==> src/rtl/ctrl_pkg.sv <==
// Shared definitions for the TSC multicycle control unit: opcode/function
// encodings, ALU operation codes, datapath mux selects, FSM state encoding
// and the decoded-instruction payload structs.
package ctrl_pkg;

    localparam int unsigned OP_W     = 4;
    localparam int unsigned FUNC_W   = 6;
    localparam int unsigned ALU_OP_W = 4;
    localparam int unsigned SEL_W    = 2;

    // Opcodes (instruction bits [WORD_W-1 -: 4])
    localparam logic [OP_W-1:0] OP_BNE = 4'd0;
    localparam logic [OP_W-1:0] OP_BEQ = 4'd1;
    localparam logic [OP_W-1:0] OP_BGZ = 4'd2;
    localparam logic [OP_W-1:0] OP_BLZ = 4'd3;
    localparam logic [OP_W-1:0] OP_ADI = 4'd4;
    localparam logic [OP_W-1:0] OP_ORI = 4'd5;
    localparam logic [OP_W-1:0] OP_LHI = 4'd6;
    localparam logic [OP_W-1:0] OP_LWD = 4'd7;
    localparam logic [OP_W-1:0] OP_SWD = 4'd8;
    localparam logic [OP_W-1:0] OP_JMP = 4'd9;
    localparam logic [OP_W-1:0] OP_JAL = 4'd10;
    localparam logic [OP_W-1:0] OP_R   = 4'd15;

    // Function codes for OP_R (instruction bits [5:0])
    localparam logic [FUNC_W-1:0] FUNC_ADD = 6'd0;
    localparam logic [FUNC_W-1:0] FUNC_SUB = 6'd1;
    localparam logic [FUNC_W-1:0] FUNC_AND = 6'd2;
    localparam logic [FUNC_W-1:0] FUNC_ORR = 6'd3;
    localparam logic [FUNC_W-1:0] FUNC_NOT = 6'd4;
    localparam logic [FUNC_W-1:0] FUNC_TCP = 6'd5;
    localparam logic [FUNC_W-1:0] FUNC_SHL = 6'd6;
    localparam logic [FUNC_W-1:0] FUNC_SHR = 6'd7;
    localparam logic [FUNC_W-1:0] FUNC_JPR = 6'd25;
    localparam logic [FUNC_W-1:0] FUNC_JRL = 6'd26;
    localparam logic [FUNC_W-1:0] FUNC_WWD = 6'd28;
    localparam logic [FUNC_W-1:0] FUNC_HLT = 6'd29;

    // ALU operation codes; two's complement is NOT with carry-in set
    localparam logic [ALU_OP_W-1:0] ALU_ADD = 4'd0;
    localparam logic [ALU_OP_W-1:0] ALU_SUB = 4'd1;
    localparam logic [ALU_OP_W-1:0] ALU_AND = 4'd2;
    localparam logic [ALU_OP_W-1:0] ALU_OR  = 4'd3;
    localparam logic [ALU_OP_W-1:0] ALU_NOT = 4'd4;
    localparam logic [ALU_OP_W-1:0] ALU_SHL = 4'd6;
    localparam logic [ALU_OP_W-1:0] ALU_SHR = 4'd7;

    // PC source select
    localparam logic [SEL_W-1:0] PC_SRC_SEQ = 2'd0;  // PC+1
    localparam logic [SEL_W-1:0] PC_SRC_BR  = 2'd1;  // PC+1+imm
    localparam logic [SEL_W-1:0] PC_SRC_JMP = 2'd2;  // {PC[15:12], imm12}
    localparam logic [SEL_W-1:0] PC_SRC_REG = 2'd3;  // rs

    // Register-file destination select
    localparam logic [SEL_W-1:0] REG_DST_RT   = 2'd0;
    localparam logic [SEL_W-1:0] REG_DST_RD   = 2'd1;
    localparam logic [SEL_W-1:0] REG_DST_LINK = 2'd2;

    // Write-back data select
    localparam logic [SEL_W-1:0] M2R_MEM = 2'd0;
    localparam logic [SEL_W-1:0] M2R_ALU = 2'd1;
    localparam logic [SEL_W-1:0] M2R_PC1 = 2'd2;

    // ALU operand selects (operand B code 3 = constant 1, unused by this FSM)
    localparam logic [SEL_W-1:0] SRC_A_RS   = 2'd0;
    localparam logic [SEL_W-1:0] SRC_A_ZERO = 2'd1;
    localparam logic [SEL_W-1:0] SRC_B_RT   = 2'd0;
    localparam logic [SEL_W-1:0] SRC_B_IMM  = 2'd1;
    localparam logic [SEL_W-1:0] SRC_B_LHI  = 2'd2;

    typedef enum logic [2:0] {
        S_IF   = 3'd0,
        S_ID   = 3'd1,
        S_EX   = 3'd2,
        S_MEM  = 3'd3,
        S_WB   = 3'd4,
        S_HALT = 3'd5
    } state_t;

    // Instruction class flags; exactly one of the primary classes is set
    typedef struct packed {
        logic r_alu;
        logic imm;
        logic load;
        logic store;
        logic branch;
        logic jump;
        logic jump_reg;   // jump target comes from rs (JPR/JRL)
        logic link;       // jump also writes PC+1 to the link register
        logic wwd;
        logic hlt;
        logic illegal;
    } inst_class_t;

    // ALU controls used in EX (and held through MEM for address generation)
    typedef struct packed {
        logic [ALU_OP_W-1:0] alu_op;
        logic [SEL_W-1:0]    src_a;
        logic [SEL_W-1:0]    src_b;
        logic                carry;
    } ex_ctrl_t;

endpackage

==> src/rtl/ctrl_decode.sv <==
// Combinational instruction decoder for the multicycle control unit.
// Ports:
//   ir        in   WORD_W  latched instruction register
//   cls_c     out  struct  instruction class flags
//   ex_c      out  struct  ALU op / operand selects / carry for EX
//   bcond_c   out  2       branch condition (op[1:0])
module ctrl_decode
    import ctrl_pkg::*;
#(
    parameter int unsigned WORD_W = 16
) (
    input  logic [WORD_W-1:0] ir,
    output inst_class_t       cls_c,
    output ex_ctrl_t          ex_c,
    output logic [1:0]        bcond_c
);

    logic [OP_W-1:0]   op;
    logic [FUNC_W-1:0] func;
    logic              unused_ir_bits;

    assign op             = ir[WORD_W-1 -: OP_W];
    assign func           = ir[FUNC_W-1:0];
    assign bcond_c        = op[1:0];
    // Register/immediate fields are consumed by the datapath, not here
    assign unused_ir_bits = ^ir[WORD_W-OP_W-1:FUNC_W];

    // Class and EX-stage control decode
    always_comb begin
        cls_c = '0;
        ex_c  = '0;
        case (op)
            OP_BNE, OP_BEQ, OP_BGZ, OP_BLZ: cls_c.branch = 1'b1;
            OP_ADI: begin
                cls_c.imm    = 1'b1;
                ex_c.alu_op  = ALU_ADD;
                ex_c.src_a   = SRC_A_RS;
                ex_c.src_b   = SRC_B_IMM;
            end
            OP_ORI: begin
                cls_c.imm    = 1'b1;
                ex_c.alu_op  = ALU_OR;
                ex_c.src_a   = SRC_A_RS;
                ex_c.src_b   = SRC_B_IMM;
            end
            OP_LHI: begin
                // imm<<8 OR zero
                cls_c.imm    = 1'b1;
                ex_c.alu_op  = ALU_OR;
                ex_c.src_a   = SRC_A_ZERO;
                ex_c.src_b   = SRC_B_LHI;
            end
            OP_LWD, OP_SWD: begin
                cls_c.load   = (op == OP_LWD);
                cls_c.store  = (op == OP_SWD);
                ex_c.alu_op  = ALU_ADD;
                ex_c.src_a   = SRC_A_RS;
                ex_c.src_b   = SRC_B_IMM;
            end
            OP_JMP: cls_c.jump = 1'b1;
            OP_JAL: begin
                cls_c.jump = 1'b1;
                cls_c.link = 1'b1;
            end
            OP_R: begin
                ex_c.src_a = SRC_A_RS;
                ex_c.src_b = SRC_B_RT;
                case (func)
                    FUNC_ADD: begin cls_c.r_alu = 1'b1; ex_c.alu_op = ALU_ADD; end
                    FUNC_SUB: begin cls_c.r_alu = 1'b1; ex_c.alu_op = ALU_SUB; end
                    FUNC_AND: begin cls_c.r_alu = 1'b1; ex_c.alu_op = ALU_AND; end
                    FUNC_ORR: begin cls_c.r_alu = 1'b1; ex_c.alu_op = ALU_OR;  end
                    FUNC_NOT: begin cls_c.r_alu = 1'b1; ex_c.alu_op = ALU_NOT; end
                    FUNC_TCP: begin
                        cls_c.r_alu = 1'b1;
                        ex_c.alu_op = ALU_NOT;
                        ex_c.carry  = 1'b1;
                    end
                    FUNC_SHL: begin cls_c.r_alu = 1'b1; ex_c.alu_op = ALU_SHL; end
                    FUNC_SHR: begin cls_c.r_alu = 1'b1; ex_c.alu_op = ALU_SHR; end
                    FUNC_JPR: begin
                        cls_c.jump     = 1'b1;
                        cls_c.jump_reg = 1'b1;
                    end
                    FUNC_JRL: begin
                        cls_c.jump     = 1'b1;
                        cls_c.jump_reg = 1'b1;
                        cls_c.link     = 1'b1;
                    end
                    FUNC_WWD: cls_c.wwd     = 1'b1;
                    FUNC_HLT: cls_c.hlt     = 1'b1;
                    default:  cls_c.illegal = 1'b1;
                endcase
            end
            default: cls_c.illegal = 1'b1;
        endcase
    end

endmodule

==> src/rtl/multicycle_ctrl_unit.sv <==
// Multicycle control FSM for the 16-bit TSC datapath (IF/ID/EX/MEM/WB/HALT).
// Latches the instruction register, drives datapath mux selects, ALU
// controls, register-file and PC strobes, and a variable-latency memory
// request held until mem_ready. Counts retired instructions.
// Optional: define CTRL_PERF_CNT_EN to build the cycle and stall counters;
// otherwise cycle_cnt/stall_cnt are tied to zero.
// Ports:
//   clk, reset (async, active-high)
//   inst, mem_ready, branch_taken                      inputs
//   mem_req, mem_write, mem_addr_sel, ir_write         memory / IR controls
//   pc_write, pc_src, bcond                            PC controls
//   reg_write, reg_dst, mem_to_reg                     register-file controls
//   alu_src_a, alu_src_b, alu_op, alu_carry            ALU controls
//   wwd, halted, num_inst, cycle_cnt, stall_cnt        status
module multicycle_ctrl_unit
    import ctrl_pkg::*;
#(
    parameter int unsigned WORD_W = 16,
    parameter int unsigned CNT_W  = 32
) (
    input  logic                clk,
    input  logic                reset,
    input  logic [WORD_W-1:0]   inst,
    input  logic                mem_ready,
    input  logic                branch_taken,
    output logic                mem_req,
    output logic                mem_write,
    output logic                mem_addr_sel,
    output logic                ir_write,
    output logic                pc_write,
    output logic [SEL_W-1:0]    pc_src,
    output logic [1:0]          bcond,
    output logic                reg_write,
    output logic [SEL_W-1:0]    reg_dst,
    output logic [SEL_W-1:0]    mem_to_reg,
    output logic [SEL_W-1:0]    alu_src_a,
    output logic [SEL_W-1:0]    alu_src_b,
    output logic [ALU_OP_W-1:0] alu_op,
    output logic                alu_carry,
    output logic                wwd,
    output logic                halted,
    output logic [CNT_W-1:0]    num_inst,
    output logic [CNT_W-1:0]    cycle_cnt,
    output logic [CNT_W-1:0]    stall_cnt
);

    state_t            state;
    state_t            state_nxt;
    logic [WORD_W-1:0] ir;
    inst_class_t       cls_c;
    ex_ctrl_t          ex_c;
    logic [1:0]        bcond_c;
    logic              retire_c;

    ctrl_decode #(
        .WORD_W (WORD_W)
    ) u_decode (
        .ir      (ir),
        .cls_c   (cls_c),
        .ex_c    (ex_c),
        .bcond_c (bcond_c)
    );

    // State register
    always_ff @(posedge clk or posedge reset) begin
        if (reset) state <= S_IF;
        else       state <= state_nxt;
    end

    // Instruction register
    always_ff @(posedge clk or posedge reset) begin
        if (reset)         ir <= '0;
        else if (ir_write) ir <= inst;
    end

    // Next-state logic
    always_comb begin
        state_nxt = state;
        case (state)
            S_IF:  if (mem_ready) state_nxt = S_ID;
            S_ID: begin
                if (cls_c.r_alu || cls_c.imm || cls_c.load || cls_c.store)
                    state_nxt = S_EX;
                else if (cls_c.hlt)
                    state_nxt = S_HALT;
                else
                    state_nxt = S_IF;
            end
            S_EX:  state_nxt = (cls_c.load || cls_c.store) ? S_MEM : S_WB;
            S_MEM: if (mem_ready) state_nxt = cls_c.load ? S_WB : S_IF;
            S_WB:  state_nxt = S_IF;
            S_HALT: state_nxt = S_HALT;
            default: state_nxt = S_IF;
        endcase
    end

    // Output logic; everything is forced low while reset is held so an
    // aborted instruction cannot issue a write.
    always_comb begin
        mem_req      = 1'b0;
        mem_write    = 1'b0;
        mem_addr_sel = 1'b0;
        ir_write     = 1'b0;
        pc_write     = 1'b0;
        pc_src       = PC_SRC_SEQ;
        bcond        = 2'd0;
        reg_write    = 1'b0;
        reg_dst      = REG_DST_RT;
        mem_to_reg   = M2R_MEM;
        alu_src_a    = SRC_A_RS;
        alu_src_b    = SRC_B_RT;
        alu_op       = ALU_ADD;
        alu_carry    = 1'b0;
        wwd          = 1'b0;
        halted       = 1'b0;
        if (!reset) begin
            case (state)
                S_IF: begin
                    mem_req      = 1'b1;
                    mem_addr_sel = 1'b0;
                    ir_write     = mem_ready;
                end
                S_ID: begin
                    if (cls_c.branch) begin
                        pc_write = 1'b1;
                        pc_src   = branch_taken ? PC_SRC_BR : PC_SRC_SEQ;
                        bcond    = bcond_c;
                    end else if (cls_c.jump) begin
                        pc_write = 1'b1;
                        pc_src   = cls_c.jump_reg ? PC_SRC_REG : PC_SRC_JMP;
                        if (cls_c.link) begin
                            reg_write  = 1'b1;
                            reg_dst    = REG_DST_LINK;
                            mem_to_reg = M2R_PC1;
                        end
                    end else if (cls_c.wwd) begin
                        wwd      = 1'b1;
                        pc_write = 1'b1;
                        pc_src   = PC_SRC_SEQ;
                    end else if (cls_c.illegal) begin
                        pc_write = 1'b1;
                        pc_src   = PC_SRC_SEQ;
                    end
                end
                S_EX: begin
                    alu_op    = ex_c.alu_op;
                    alu_src_a = ex_c.src_a;
                    alu_src_b = ex_c.src_b;
                    alu_carry = ex_c.carry;
                end
                S_MEM: begin
                    // ALU controls held so the address stays stable while waiting
                    mem_req      = 1'b1;
                    mem_addr_sel = 1'b1;
                    mem_write    = cls_c.store;
                    alu_op       = ex_c.alu_op;
                    alu_src_a    = ex_c.src_a;
                    alu_src_b    = ex_c.src_b;
                    if (cls_c.store && mem_ready) begin
                        pc_write = 1'b1;
                        pc_src   = PC_SRC_SEQ;
                    end
                end
                S_WB: begin
                    reg_write = 1'b1;
                    pc_write  = 1'b1;
                    pc_src    = PC_SRC_SEQ;
                    if (cls_c.r_alu) begin
                        reg_dst    = REG_DST_RD;
                        mem_to_reg = M2R_ALU;
                    end else if (cls_c.imm) begin
                        reg_dst    = REG_DST_RT;
                        mem_to_reg = M2R_ALU;
                    end else begin
                        reg_dst    = REG_DST_RT;
                        mem_to_reg = M2R_MEM;
                    end
                end
                S_HALT: halted = 1'b1;
                default: ;
            endcase
        end
    end

    // An instruction retires when control returns to IF, or on halting
    assign retire_c = ((state == S_ID || state == S_MEM || state == S_WB) &&
                       state_nxt == S_IF) ||
                      (state != S_HALT && state_nxt == S_HALT);

    // Retired-instruction counter (wraps)
    always_ff @(posedge clk or posedge reset) begin
        if (reset)         num_inst <= '0;
        else if (retire_c) num_inst <= num_inst + CNT_W'(1);
    end

`ifdef CTRL_PERF_CNT_EN
    logic [CNT_W-1:0] cycle_q;
    logic [CNT_W-1:0] stall_q;

    // Performance counters: active cycles and memory wait cycles
    always_ff @(posedge clk or posedge reset) begin
        if (reset) begin
            cycle_q <= '0;
            stall_q <= '0;
        end else begin
            if (state != S_HALT)
                cycle_q <= cycle_q + CNT_W'(1);
            if ((state == S_IF || state == S_MEM) && !mem_ready)
                stall_q <= stall_q + CNT_W'(1);
        end
    end

    assign cycle_cnt = cycle_q;
    assign stall_cnt = stall_q;
`else
    assign cycle_cnt = '0;
    assign stall_cnt = '0;
`endif

endmodule
==> config.mk <==
export PLATFORM = sky130hd
export DESIGN_NAME = multicycle_ctrl_unit
export DESIGN_NICKNAME = d
export VERILOG_FILES = /design/src/rtl/ctrl_pkg.sv /design/src/rtl/ctrl_decode.sv /design/src/rtl/multicycle_ctrl_unit.sv
export SDC_FILE = /design/constraint.sdc
export NUM_CORES = 1
export LEC_CHECK = 0
export BUFFER_PORTS_ARGS = -buffer_cell sky130_fd_sc_hd__buf_4
export CORE_ASPECT_RATIO = 2
export CORE_UTILIZATION = 35
export DETAILED_ROUTE_END_ITERATION = 6
export SETUP_SLACK_MARGIN = 0.5
export SLEW_MARGIN = 25
export SYNTH_ARGS = -nofsm -noshare
export SYNTH_HDL_FRONTEND = slang
export SYNTH_SLANG_ARGS = --single-unit
==> constraint.sdc <==
create_clock -name clk -period 2.9 [get_ports clk]
set_clock_uncertainty 0.2 [all_clocks]
set_input_delay 0.58 -clock clk [delete_from_list [all_inputs] [get_ports clk]]
set_output_delay 0.58 -clock clk [all_outputs]
set_load 0.02 [all_outputs]
==> summary.md <==
| Metric | Value |
|---|---|
| DIE WIDTH | 68.8 um |
| H-tree Lvls | 2 |
| Initial Util | 0.362 |
| Synth warn | 0 |
| Mapped Avg Cell Area | 8.89 sq um |
| R2R Path End | num_inst[14] |
| Hold WS | 117 ps |
| Die Ht | 136 um |
| Top_reg_cell synth | dfrtp_1 |
| Drt via density | 4.91 |
| GRT Resource Usage Total | 0.177 |
| Routed Antenna Nets | 0 |
| Row Count | 48 |
| Crit path buffers/inverters | 1 |
| CP max FO | 7 |
| Total wire length | 8.11 mm |
| R2r setup slk | 530 ps |
| CTS tree | done |
| Tmin final | 2540 ps |
| Reg2reg start | ir[15] |
| Largest stage delay, worst path | 510 ps |
| Final hold violation count | 0 |
| Peak supply drop | 0.596 mV |
| Ratio of cells with drive above 1 in the final layout | 0.398 |
| Largest net degree at the start of global routing | 39 |
| DIE AREA | 9340 sq um |
| Overall power | 3.22 mW |
| Total number of vias | 2698 |
| Crit. path cell count | 4 |
| Residual DRC count | 0 |
| Crit path DAT | 1760 ps |
| Detail-routed net length per standard cell | 14.8 um |
| HPWL after DPL | 5.70 mm |
| Clk buf depth | 2 |
| Non-filler instance count after layout | 550 |
| Antenna diode count | 0 |
| Number of flops mapped to enable cells by yosys | 0 |
| Area grow syn2layout | 36.3% |
| Initial antenna violation count | 0 |
| Worst-path clk slew | 60 ps |
| Overflow after GRT | 0 |
| Crit path launch type | flip-flop |
| R2R depth | 8 |
| Netlist cell types | 45 |
| CP Capture Type | output pin |
| Maxcap violations | 0 |
| Register area share after synthesis | 0.360 |
| WP data required | 2120 ps |
| Top delay family on crit path | simple AND/OR/NAND/NOR gates |
| Slew Limit Fails | 0 |
| FF+latch area | 1140 sq um |
| NumNets Final | 470 |
| Outcome | finished, final reports clean |
| Area of the multi-input gates | 1920 sq um |
| TNS Setup | 0 ps |
| Core Box Area | 8650 sq um |
| Max-slew headroom | 0.646 |
| DRT iter0 DRCs | 134 |
| Clock root cell | clkbuf_16 |
| Slew @ Worst Pin | 530 ps |
| Hold WC Path Type | input pin to asynchronous set/reset pin |
| Synthesized cell area | 3130 sq um |
| # setup viols final | 0 |
| Unrepaired setup endpoints after global routing | true |
| Inst Count DP | 513 |
| # IOs | 141 |
| First-pass GRT wire length | 12.2 mm |
| Fraction of registers with async set/reset | 1.00 |
| Filler cell count | 863 |
| Cells after Synth | 352 |
| Setup CP Type | flip-flop to output pin |
| Post-synthesis register bit count | 45 |
| Vias in the first global route | 2502 |
| Post-route clock period utilization | 0.877 |
| Leakage Power | 2.10 nW |
| Crit-path cells | nor4b_4 > or4_4 > a21oi_2 > buf_6 |
| Power per cell area | 755 nW/um^2 |
| Util after Layout | 0.493 |
| Worst skew pair latency | 290 ps |
| Fmax | 0.393 GHz |
| GPL Wtd Cong | 0.849 |
| Port bufs | 68 |
| DRT Pass-1 Iters | 4 |
| Clock buffer count from CTS | 5 |
| Slowest-stage cell, CP | or4_4 |
| Clock sinks | 45 |
| CTS Hold Bufs | 0 |
per-layer routing:
layer	GRT usage	vias to the layer above	wire, um
met2	0.317	125	4650
met5	0	-	0
met3	0.0219	22	394
li1	-	1252	-
met4	0.109	0	360
met1	0.184	1299	2710
worst max-delay path by stage:
| stage | startpoint | to | slack [ps] |
|---|---|---|---|
| after floorplan | reset | mem_write | 160 |
| after global placement | reset | reg_write | 380 |
| after detailed placement | reset | reg_write | 370 |
| after CTS | state[1] | pc_write | 360 |
| after global routing | ir[5] | pc_src[0] | 230 |
| final | ir[15] | pc_write | 360 |
cells in the mapped netlist, drive strengths merged (2+ instances only):
master	n	share of area
nand3	18	0.029
nor2b	7	0.014
o21ai	6	0.0096
and3	9	0.018
nand2	48	0.058
nor2	16	0.019
nor4b	3	0.013
buf	76	0.18
nor3b	2	0.0064
and4b	3	0.011
inv	7	0.0084
and4	2	0.0056
xnor2	10	0.028
nor3	13	0.021
nor4	14	0.044
nand4	10	0.020
dfrtp	45	0.36
a211oi	2	0.0064
a21oi	7	0.011
nand2b	3	0.0060
or2	3	0.0060
nor4bb	2	0.0064
o211ai	2	0.0048
and2	5	0.010
xor2	23	0.064
clkbuf	6	0.0072
kinds of logic (layout without fill, tap and decap cells):
group | count (synthesis) | count (layout) | share of synthesized area
AO/OA/AOI/OAI | 22 | 22 | 0.0528
XOR/XNOR | 33 | 33 | 0.0924
adder cells (fa/ha/maj) | 1 | 1 | 0.00400
buffers and inverters | 89 | 122 | 0.194
flip-flops | 45 | 45 | 0.360
multiplexers | 1 | 1 | 0.00360
other | 1 | 66 | 0.00120
AND/OR/NAND/NOR | 160 | 160 | 0.292
metrics by stage:
stage / instance area [sq um] / setup slack, ps
global placement: 3530 / 378
finish: 4260 / 358
floorplan: 3430 / 164
global route: 4260 / 229
CTS: 4030 / 362
detailed placement: 3530 / 374
timing repair:
item                                    in CTS  in global routing
resized for setup                           40                 42
pin swaps                                   12                 12
buffers inserted                            22                  7
hold endpoints to repair                     0                  0
endpoints found under the setup margin      31                 44
report_power, final:
part	internal, mW	total [mW]	switching, mW
clock	0.430	0.676	0.246
sequential	0.762	0.955	0.193
combinational	0.705	1.59	0.881
total	1.90	3.22	1.32
layout by cell type (no fill, tap or decap), drive strengths merged:
| cell | Yosys | layout |
|---|---|---|
| nor3b | 2 | 2 |
| nor3 | 13 | 13 |
| a21oi | 7 | 7 |
| clkbuf | 6 | 6 |
| clkinvlp | 0 | 2 |
| inv | 7 | 6 |
| and4b | 3 | 3 |
| nand4 | 10 | 10 |
| o211ai | 2 | 2 |
| dfrtp | 45 | 45 |
| and3 | 9 | 9 |
| mux2 | 1 | 1 |
| xor2 | 23 | 23 |
| a211oi | 2 | 2 |
| nor4b | 3 | 3 |
| o21ai | 6 | 6 |
| and4 | 2 | 2 |
| nor2 | 16 | 16 |
| nand3 | 18 | 18 |
| a2bb2oi | 1 | 1 |
| buf | 76 | 107 |
| nand2b | 3 | 3 |
| o21a | 1 | 1 |
| nor2b | 7 | 7 |
| nor4 | 14 | 14 |
| a31oi | 1 | 1 |
| and2 | 5 | 5 |
| bufinv | 0 | 1 |
| o2bb2ai | 1 | 1 |
| xnor2 | 10 | 10 |
| o311ai | 1 | 1 |
| or4 | 1 | 1 |
| nand3b | 1 | 1 |
| nor4bb | 2 | 2 |
| or2 | 3 | 3 |
| conb | 1 | 66 |
| nand2 | 48 | 48 |
| ha | 1 | 1 |
sequential cells by signal (all words and copies together), names as in the netlist:
name / flops
ir: 10
num_inst: 32
state: 3
cell type report:
type                    instances  area share
repair buffers                107       0.205
clock buffers                   6      0.0326
clock inverters                 2     0.00881
well taps                     100      0.0294
multi-input cells             283       0.449
flip-flops and latches         45       0.267
inverters                       7     0.00822
Note: power is estimated with default switching activity, not from simulation.
